--- src/rtl/block_b_table_arb_if.sv ---
// Bundle of the three buses that meet at the blockBTable1 arbiter:
// the register-block access port, the hardware lookup/update requester,
// and the single shared memory port.
// slave  : the arbiter's view.
// master : the environment's view (register block, requester and memory together).
interface block_b_table_arb_if #(
  parameter int AW = 4,
  parameter int DW = 5
);
  // Register-block side
  logic          reg_en;
  logic          reg_wr;
  logic [AW-1:0] reg_addr;
  logic [DW-1:0] reg_wdata;
  logic [DW-1:0] reg_rdata;

  // Hardware requester side
  logic          hw_req;
  logic          hw_wr;
  logic [AW-1:0] hw_addr;
  logic [DW-1:0] hw_wdata;
  logic          hw_gnt;
  logic          hw_rvalid;
  logic [DW-1:0] hw_rdata;
  logic          hw_err;

  // Shared memory port
  logic          mem_en;
  logic          mem_wr;
  logic [AW-1:0] mem_addr;
  logic [DW-1:0] mem_wdata;
  logic [DW-1:0] mem_rdata;

  // Table ready
  logic          init_done;

  modport slave (
    input  reg_en, reg_wr, reg_addr, reg_wdata,
    output reg_rdata,
    input  hw_req, hw_wr, hw_addr, hw_wdata,
    output hw_gnt, hw_rvalid, hw_rdata, hw_err,
    output mem_en, mem_wr, mem_addr, mem_wdata,
    input  mem_rdata,
    output init_done
  );

  modport master (
    output reg_en, reg_wr, reg_addr, reg_wdata,
    input  reg_rdata,
    output hw_req, hw_wr, hw_addr, hw_wdata,
    input  hw_gnt, hw_rvalid, hw_rdata, hw_err,
    input  mem_en, mem_wr, mem_addr, mem_wdata,
    output mem_rdata,
    input  init_done
  );
endinterface

--- src/rtl/block_b_table_arb.sv ---
// block_b_table_arb: shares the single blockBTable1 memory port between the
// blockB register block and a hardware lookup/update requester.
//  - Slot priority each cycle: register access > init write > hardware request.
//  - The register side never stalls; the hardware side uses a req/gnt handshake.
//  - Read data (1-cycle memory latency) is steered back to the side that issued the read.
//  - Hardware addresses >= DEPTH are granted without touching memory and answered with hw_err.
// Optional feature: define BLOCKB_TBL_INIT_EN to clear the whole table after reset
// (hardware grants held off until init_done). Without it init_done is 1 from reset
// and the table contents are undefined until written.
module block_b_table_arb #(
  parameter int DEPTH = 10,
  parameter int AW    = 4,
  parameter int DW    = 5
) (
  input  logic                  clk,
  input  logic                  rst,
  block_b_table_arb_if.slave    bus
);

  localparam logic [AW:0] DEPTH_W = (AW + 1)'(DEPTH);

  typedef enum logic [1:0] {
    OWN_NONE,
    OWN_REG,
    OWN_HW
  } owner_t;

  owner_t        rd_owner;
  owner_t        rd_owner_nxt;
  logic          err_q;
  logic          err_nxt;
  logic          err_rd_q;
  logic          err_rd_nxt;
  logic          hw_bad;
  logic          init_slot;
  logic          init_done;
  logic [AW-1:0] init_addr;

  assign hw_bad = ({1'b0, bus.hw_addr} >= DEPTH_W);

`ifdef BLOCKB_TBL_INIT_EN
  localparam logic [AW-1:0] INIT_LAST = AW'(DEPTH - 1);

  typedef enum logic {
    S_INIT,
    S_RUN
  } state_t;

  state_t        state;
  state_t        state_nxt;
  logic [AW-1:0] init_cnt;
  logic [AW-1:0] init_cnt_nxt;

  // Init sequencer state and clear pointer.
  // NOTE: sequential state uses non-blocking (<=) so every flop samples pre-edge values.
  always_ff @(posedge clk or posedge rst) begin
    if (rst) begin
      state    <= S_INIT;
      init_cnt <= '0;
    end else begin
      state    <= state_nxt;
      init_cnt <= init_cnt_nxt;
    end
  end

  // Advance the clear pointer only in cycles the register side leaves free.
  // NOTE: every output of a combinational block gets a default first so no latch is inferred.
  always_comb begin
    state_nxt    = state;
    init_cnt_nxt = init_cnt;
    if (state == S_INIT && !bus.reg_en) begin
      if (init_cnt == INIT_LAST) begin
        state_nxt = S_RUN;
      end else begin
        init_cnt_nxt = init_cnt + 1'b1;
      end
    end
  end

  // Keep the memory port quiet while reset is held; a register write that lands
  // ahead of init_cnt is later overwritten by the clear.
  assign init_slot = (state == S_INIT) && !rst;
  assign init_addr = init_cnt;
  assign init_done = (state == S_RUN);
`else
  assign init_slot = 1'b0;
  assign init_addr = '0;
  assign init_done = 1'b1;
`endif

  // Slot arbitration: pick the single owner of the memory port and grant the requester.
  always_comb begin
    bus.mem_en    = 1'b0;
    bus.mem_wr    = 1'b0;
    bus.mem_addr  = '0;
    bus.mem_wdata = '0;
    bus.hw_gnt    = 1'b0;
    rd_owner_nxt  = OWN_NONE;
    err_nxt       = 1'b0;
    err_rd_nxt    = 1'b0;
    if (bus.reg_en) begin
      bus.mem_en    = 1'b1;
      bus.mem_wr    = bus.reg_wr;
      bus.mem_addr  = bus.reg_addr;
      bus.mem_wdata = bus.reg_wdata;
      if (!bus.reg_wr) rd_owner_nxt = OWN_REG;
    end else if (init_slot) begin
      bus.mem_en    = 1'b1;
      bus.mem_wr    = 1'b1;
      bus.mem_addr  = init_addr;
      bus.mem_wdata = '0;
    end else if (bus.hw_req && init_done) begin
      bus.hw_gnt = 1'b1;
      if (hw_bad) begin
        err_nxt    = 1'b1;
        err_rd_nxt = !bus.hw_wr;
      end else begin
        bus.mem_en    = 1'b1;
        bus.mem_wr    = bus.hw_wr;
        bus.mem_addr  = bus.hw_addr;
        bus.mem_wdata = bus.hw_wdata;
        if (!bus.hw_wr) rd_owner_nxt = OWN_HW;
      end
    end
  end

  // Remember who issued this cycle's read (and any address error) for the return cycle.
  always_ff @(posedge clk or posedge rst) begin
    if (rst) begin
      rd_owner <= OWN_NONE;
      err_q    <= 1'b0;
      err_rd_q <= 1'b0;
    end else begin
      rd_owner <= rd_owner_nxt;
      err_q    <= err_nxt;
      err_rd_q <= err_rd_nxt;
    end
  end

  // Return path: only the owning side sees memory data, the other holds 0.
  assign bus.reg_rdata = (rd_owner == OWN_REG) ? bus.mem_rdata : '0;
  assign bus.hw_rdata  = (rd_owner == OWN_HW)  ? bus.mem_rdata : '0;
  assign bus.hw_rvalid = (rd_owner == OWN_HW) || err_rd_q;
  assign bus.hw_err    = err_q;
  assign bus.init_done = init_done;

endmodule

--- src/flat_wrapper.sv ---
// flat-port wrapper written by rule: the top's interface ports become plain ports
module block_b_table_arb_flat 
#(
  parameter int DEPTH = 10,
  parameter int AW    = 4,
  parameter int DW    = 5
)
  (clk, rst, bus_reg_en, bus_reg_wr, bus_reg_addr, bus_reg_wdata, bus_reg_rdata, bus_hw_req, bus_hw_wr, bus_hw_addr, bus_hw_wdata, bus_hw_gnt, bus_hw_rvalid, bus_hw_rdata, bus_hw_err, bus_mem_en, bus_mem_wr, bus_mem_addr, bus_mem_wdata, bus_mem_rdata, bus_init_done);
  block_b_table_arb_if #(.AW(AW), .DW(DW)) bus_i ();
  input  logic clk;
  input  logic rst;
  input wire logic [$bits(bus_i.reg_en)-1:0] bus_reg_en;
  input wire logic [$bits(bus_i.reg_wr)-1:0] bus_reg_wr;
  input wire logic [$bits(bus_i.reg_addr)-1:0] bus_reg_addr;
  input wire logic [$bits(bus_i.reg_wdata)-1:0] bus_reg_wdata;
  output wire logic [$bits(bus_i.reg_rdata)-1:0] bus_reg_rdata;
  input wire logic [$bits(bus_i.hw_req)-1:0] bus_hw_req;
  input wire logic [$bits(bus_i.hw_wr)-1:0] bus_hw_wr;
  input wire logic [$bits(bus_i.hw_addr)-1:0] bus_hw_addr;
  input wire logic [$bits(bus_i.hw_wdata)-1:0] bus_hw_wdata;
  output wire logic [$bits(bus_i.hw_gnt)-1:0] bus_hw_gnt;
  output wire logic [$bits(bus_i.hw_rvalid)-1:0] bus_hw_rvalid;
  output wire logic [$bits(bus_i.hw_rdata)-1:0] bus_hw_rdata;
  output wire logic [$bits(bus_i.hw_err)-1:0] bus_hw_err;
  output wire logic [$bits(bus_i.mem_en)-1:0] bus_mem_en;
  output wire logic [$bits(bus_i.mem_wr)-1:0] bus_mem_wr;
  output wire logic [$bits(bus_i.mem_addr)-1:0] bus_mem_addr;
  output wire logic [$bits(bus_i.mem_wdata)-1:0] bus_mem_wdata;
  input wire logic [$bits(bus_i.mem_rdata)-1:0] bus_mem_rdata;
  output wire logic [$bits(bus_i.init_done)-1:0] bus_init_done;
  assign bus_i.reg_en = bus_reg_en;
  assign bus_i.reg_wr = bus_reg_wr;
  assign bus_i.reg_addr = bus_reg_addr;
  assign bus_i.reg_wdata = bus_reg_wdata;
  assign bus_reg_rdata = bus_i.reg_rdata;
  assign bus_i.hw_req = bus_hw_req;
  assign bus_i.hw_wr = bus_hw_wr;
  assign bus_i.hw_addr = bus_hw_addr;
  assign bus_i.hw_wdata = bus_hw_wdata;
  assign bus_hw_gnt = bus_i.hw_gnt;
  assign bus_hw_rvalid = bus_i.hw_rvalid;
  assign bus_hw_rdata = bus_i.hw_rdata;
  assign bus_hw_err = bus_i.hw_err;
  assign bus_mem_en = bus_i.mem_en;
  assign bus_mem_wr = bus_i.mem_wr;
  assign bus_mem_addr = bus_i.mem_addr;
  assign bus_mem_wdata = bus_i.mem_wdata;
  assign bus_i.mem_rdata = bus_mem_rdata;
  assign bus_init_done = bus_i.init_done;
  block_b_table_arb #(.DEPTH(DEPTH), .AW(AW), .DW(DW)) u_core (.clk(clk), .rst(rst), .bus(bus_i));
endmodule
--- config.mk ---
export PLATFORM = sky130hd
export DESIGN_NAME = block_b_table_arb_flat
export DESIGN_NICKNAME = d
export VERILOG_FILES = /design/src/rtl/block_b_table_arb_if.sv /design/src/rtl/block_b_table_arb.sv /design/src/flat_wrapper.sv
export SDC_FILE = /design/constraint.sdc
export NUM_CORES = 1
export LEC_CHECK = 0
export ABC_CLOCK_PERIOD_IN_PS = 950
export CAP_MARGIN = 30
export CORE_MARGIN = 2
export CORE_UTILIZATION = 21
export DETAILED_ROUTE_END_ITERATION = 8
export GPL_TIMING_DRIVEN = 0
export PLACE_DENSITY = 0.85
export SLEW_MARGIN = 5
export SYNTH_ARGS = -nofsm -noshare
export SYNTH_HDL_FRONTEND = slang
export SYNTH_SLANG_ARGS = --single-unit
--- constraint.sdc ---
create_clock -name clk -period 0.95 [get_ports clk]
set_input_delay 0.19 -clock clk [delete_from_list [all_inputs] [get_ports clk]]
set_output_delay 0.19 -clock clk [all_outputs]
set_load 0.1 [all_outputs]
==> results.json <==
{
  "outcome": "finished, violations left",
  "violations": "setup timing",
  "critPathMaxStageDelay_ns": 0.40,
  "setup_viol": 24,
  "crit_family": "flip-flops",
  "final_nets": 146,
  "area_growth_pct": 318,
  "worstPathArrival_ns": 1.21,
  "grt_remaining_overflow": 0,
  "seqCellArea_um2": 101,
  "core_area_um2": 1730,
  "power_density_nw_per_um2": 943,
  "synth_top_cell_by_area": "dfrtp_1",
  "yosysWarnings": 0,
  "die_area_um2": 2190,
  "cts_tree": "yes",
  "setup_ws_ns": -0.450,
  "grt_pass1_wl_um": 3750,
  "antenna_found_initial": 0,
  "clk_pin_slew_ns": 0.05,
  "antenna_cells": 0,
  "end_kind": "output pin",
  "postRouteAntennaNets": 0,
  "drive_above_1_share_pct": 68.1,
  "post-route-period-util_pct": 147,
  "final_common_cell": "buf_12",
  "path_depth": 3,
  "yosysUniqueCellTypes": 18,
  "seq_area_frac_synth_pct": 26.1,
  "pin_count": 54,
  "netlist.area_leader.share_pct": 26.1,
  "fill_cells": 50,
  "synth_area_leaders": "dfrtp_1 (26%), a32o_1 (21%), and2_1 (18%)",
  "final_cell_mix": "buf_12 (28), dlygate4sd2_1 (13), and2_4 (10)",
  "dp.cells": 122,
  "drt-total-wl_um": 2840,
  "die_y_um": 46.8,
  "cts_buffer_depth": 2,
  "multiInputGateArea_um2": 439,
  "crit_required_ns": 0.76,
  "cts_htree_levels": 1,
  "fmax_mhz": 714,
  "synthesis.nets": 74,
  "wl_per_cell_um": 20.1,
  "slew_violations": 0,
  "gp_congestion": 0.626,
  "synthesis.area_um2": 384,
  "rows": 15,
  "cts.sinks": 4,
  "port_buffers": 52,
  "start_util_pct": 22.2,
  "grt_max_degree": 9,
  "start_kind": "flip-flop",
  "finalHoldViolCount": 0,
  "critPathKind": "reg2out",
  "cts_root_buf": "clkbuf_4",
  "numCtsBuffers": 3,
  "period_minus_slack_ns": 1.40,
  "path_buf_inv": 1,
  "p_leak_nw": 0.731,
  "cp_slowest_cell": "dfrtp_1",
  "grt.total_usage_pct": 25.5,
  "drc": 0,
  "postSynthCellCount": 45,
  "hold_class": "in2async",
  "ir_worst_vdd_mv": 0.694,
  "crit_chain": "nor2b_4 > or2_4 > buf_12",
  "hpwlAfterDp_um": 1290,
  "finish.utilization_pct": 93.0,
  "final_cells": 141,
  "ys_ff_latch": 4,
  "rsz0062_at_grt": "yes",
  "dr.pass1.iters": 3,
  "crit_fanout": 6,
  "vias": 688,
  "die_w_um": 46.8,
  "syn_avg_cell_area_um2": 8.54,
  "grt_pass1_vias": 808,
  "maxCapViolCount": 0,
  "via_per_inst": 4.88,
  "drt_iter0_markers": 5
}
==> cell usage after synthesis <==
master / count
a21o_1: 1
a32o_1: 8
and2_1: 11
buf_2: 1
buf_4: 1
buf_6: 1
conb_1: 1
dfrtp_1: 4
inv_1: 1
nand2_1: 2
nand3b_1: 2
nor2_1: 2
nor2b_1: 4
o21a_1: 1
o21ai_0: 2
o21ai_2: 1
or2_2: 1
or3b_1: 1
==> worst max-delay path by stage <==
stage,from,to,slack (ns)
global route,u_core.rd_owner[1]$_DFF_PP0_,bus_hw_rdata[2],-0.50
CTS,u_core.rd_owner[1]$_DFF_PP0_,bus_hw_rvalid,-0.44
floorplan,bus_hw_addr[3],bus_mem_addr[1],-0.20
finish,u_core.rd_owner[1]$_DFF_PP0_,bus_hw_rvalid,-0.45
detailed placement,bus_reg_en,bus_mem_addr[1],-1.84
global placement,bus_reg_en,bus_mem_addr[1],-1.81
==> sequential cells by signal (all words and copies together) (netlist names) <==
register           flops
u_core.rd_owner        2
u_core.bus.hw_err      1
u_core.err_rd_q        1
==> timing repair <==
item / 4_1_cts / 5_1_grt
gates cloned: 2 / 0
buffers inserted: 8 / 9
setup endpoints to repair: 28 / 24
gates resized for setup: 275 / 10
hold buffers: 0 / 0
pin swaps: 13 / 18
==> through the flow <==
| stage | worst slack, ns | setup TNS (ns) | cell area, µm² | hold WS (ns) | total power, W |
|---|---|---|---|---|---|
| 2_1_floorplan | -0.198 | -3.42 | 572 | -0.0440 | 0.000750 |
| 3_3_place_gp | -1.81 | -35.75 | 1120 | 0.381 | 0.000988 |
| 3_5_place_dp | -1.84 | -36.29 | 1120 | 0.382 | 0.000995 |
| 4_1_cts | -0.439 | -7.47 | 1550 | 0.123 | 0.00145 |
| 5_1_grt | -0.499 | -8.40 | 1610 | 0.125 | 0.00155 |
| 6_report | -0.450 | -7.70 | 1610 | 0.112 | 0.00151 |
==> report_power, final <==
group | leakage (nW) | internal [W] | total [W] | switching (W)
Combinational | 0.664 | 0.000466 | 0.00106 | 0.000596
Sequential | 0.0524 | 0.000177 | 0.000183 | 0.00000543
Clock | 0.0150 | 0.000160 | 0.000268 | 0.000108
==> final cells by class <==
type                       count  share of cell area, %
buffer                         2                   1.71
tap                           25                   1.95
clock buffer                   4                   1.64
timing repair buffer          68                   60.8
sequential                     4                   6.31
multi-input combinational     37                   27.4
inverter                       1                  0.234
==> cell families (layout without fill, tap and decap cells) <==
logic type / after synthesis / count (layout) / synth area share, %
simple gates: 23 / 23 / 36.2
compound gates: 13 / 13 / 29.6
flops: 4 / 4 / 26.1
buf+inv: 4 / 75 / 7.16
other cells: 1 / 1 / 0.976
==> routing by layer <==
layer	routed length, µm	global-route usage, %	share of wire, %	vias to the layer above
met5	0	0	0	-
met4	107	12.2	3.8	0
met3	316	10.8	11	11
met2	1470	50.1	52	63
met1	951	21.3	33	309
li1	-	-	-	305
Power figures use the tool's default switching activity.
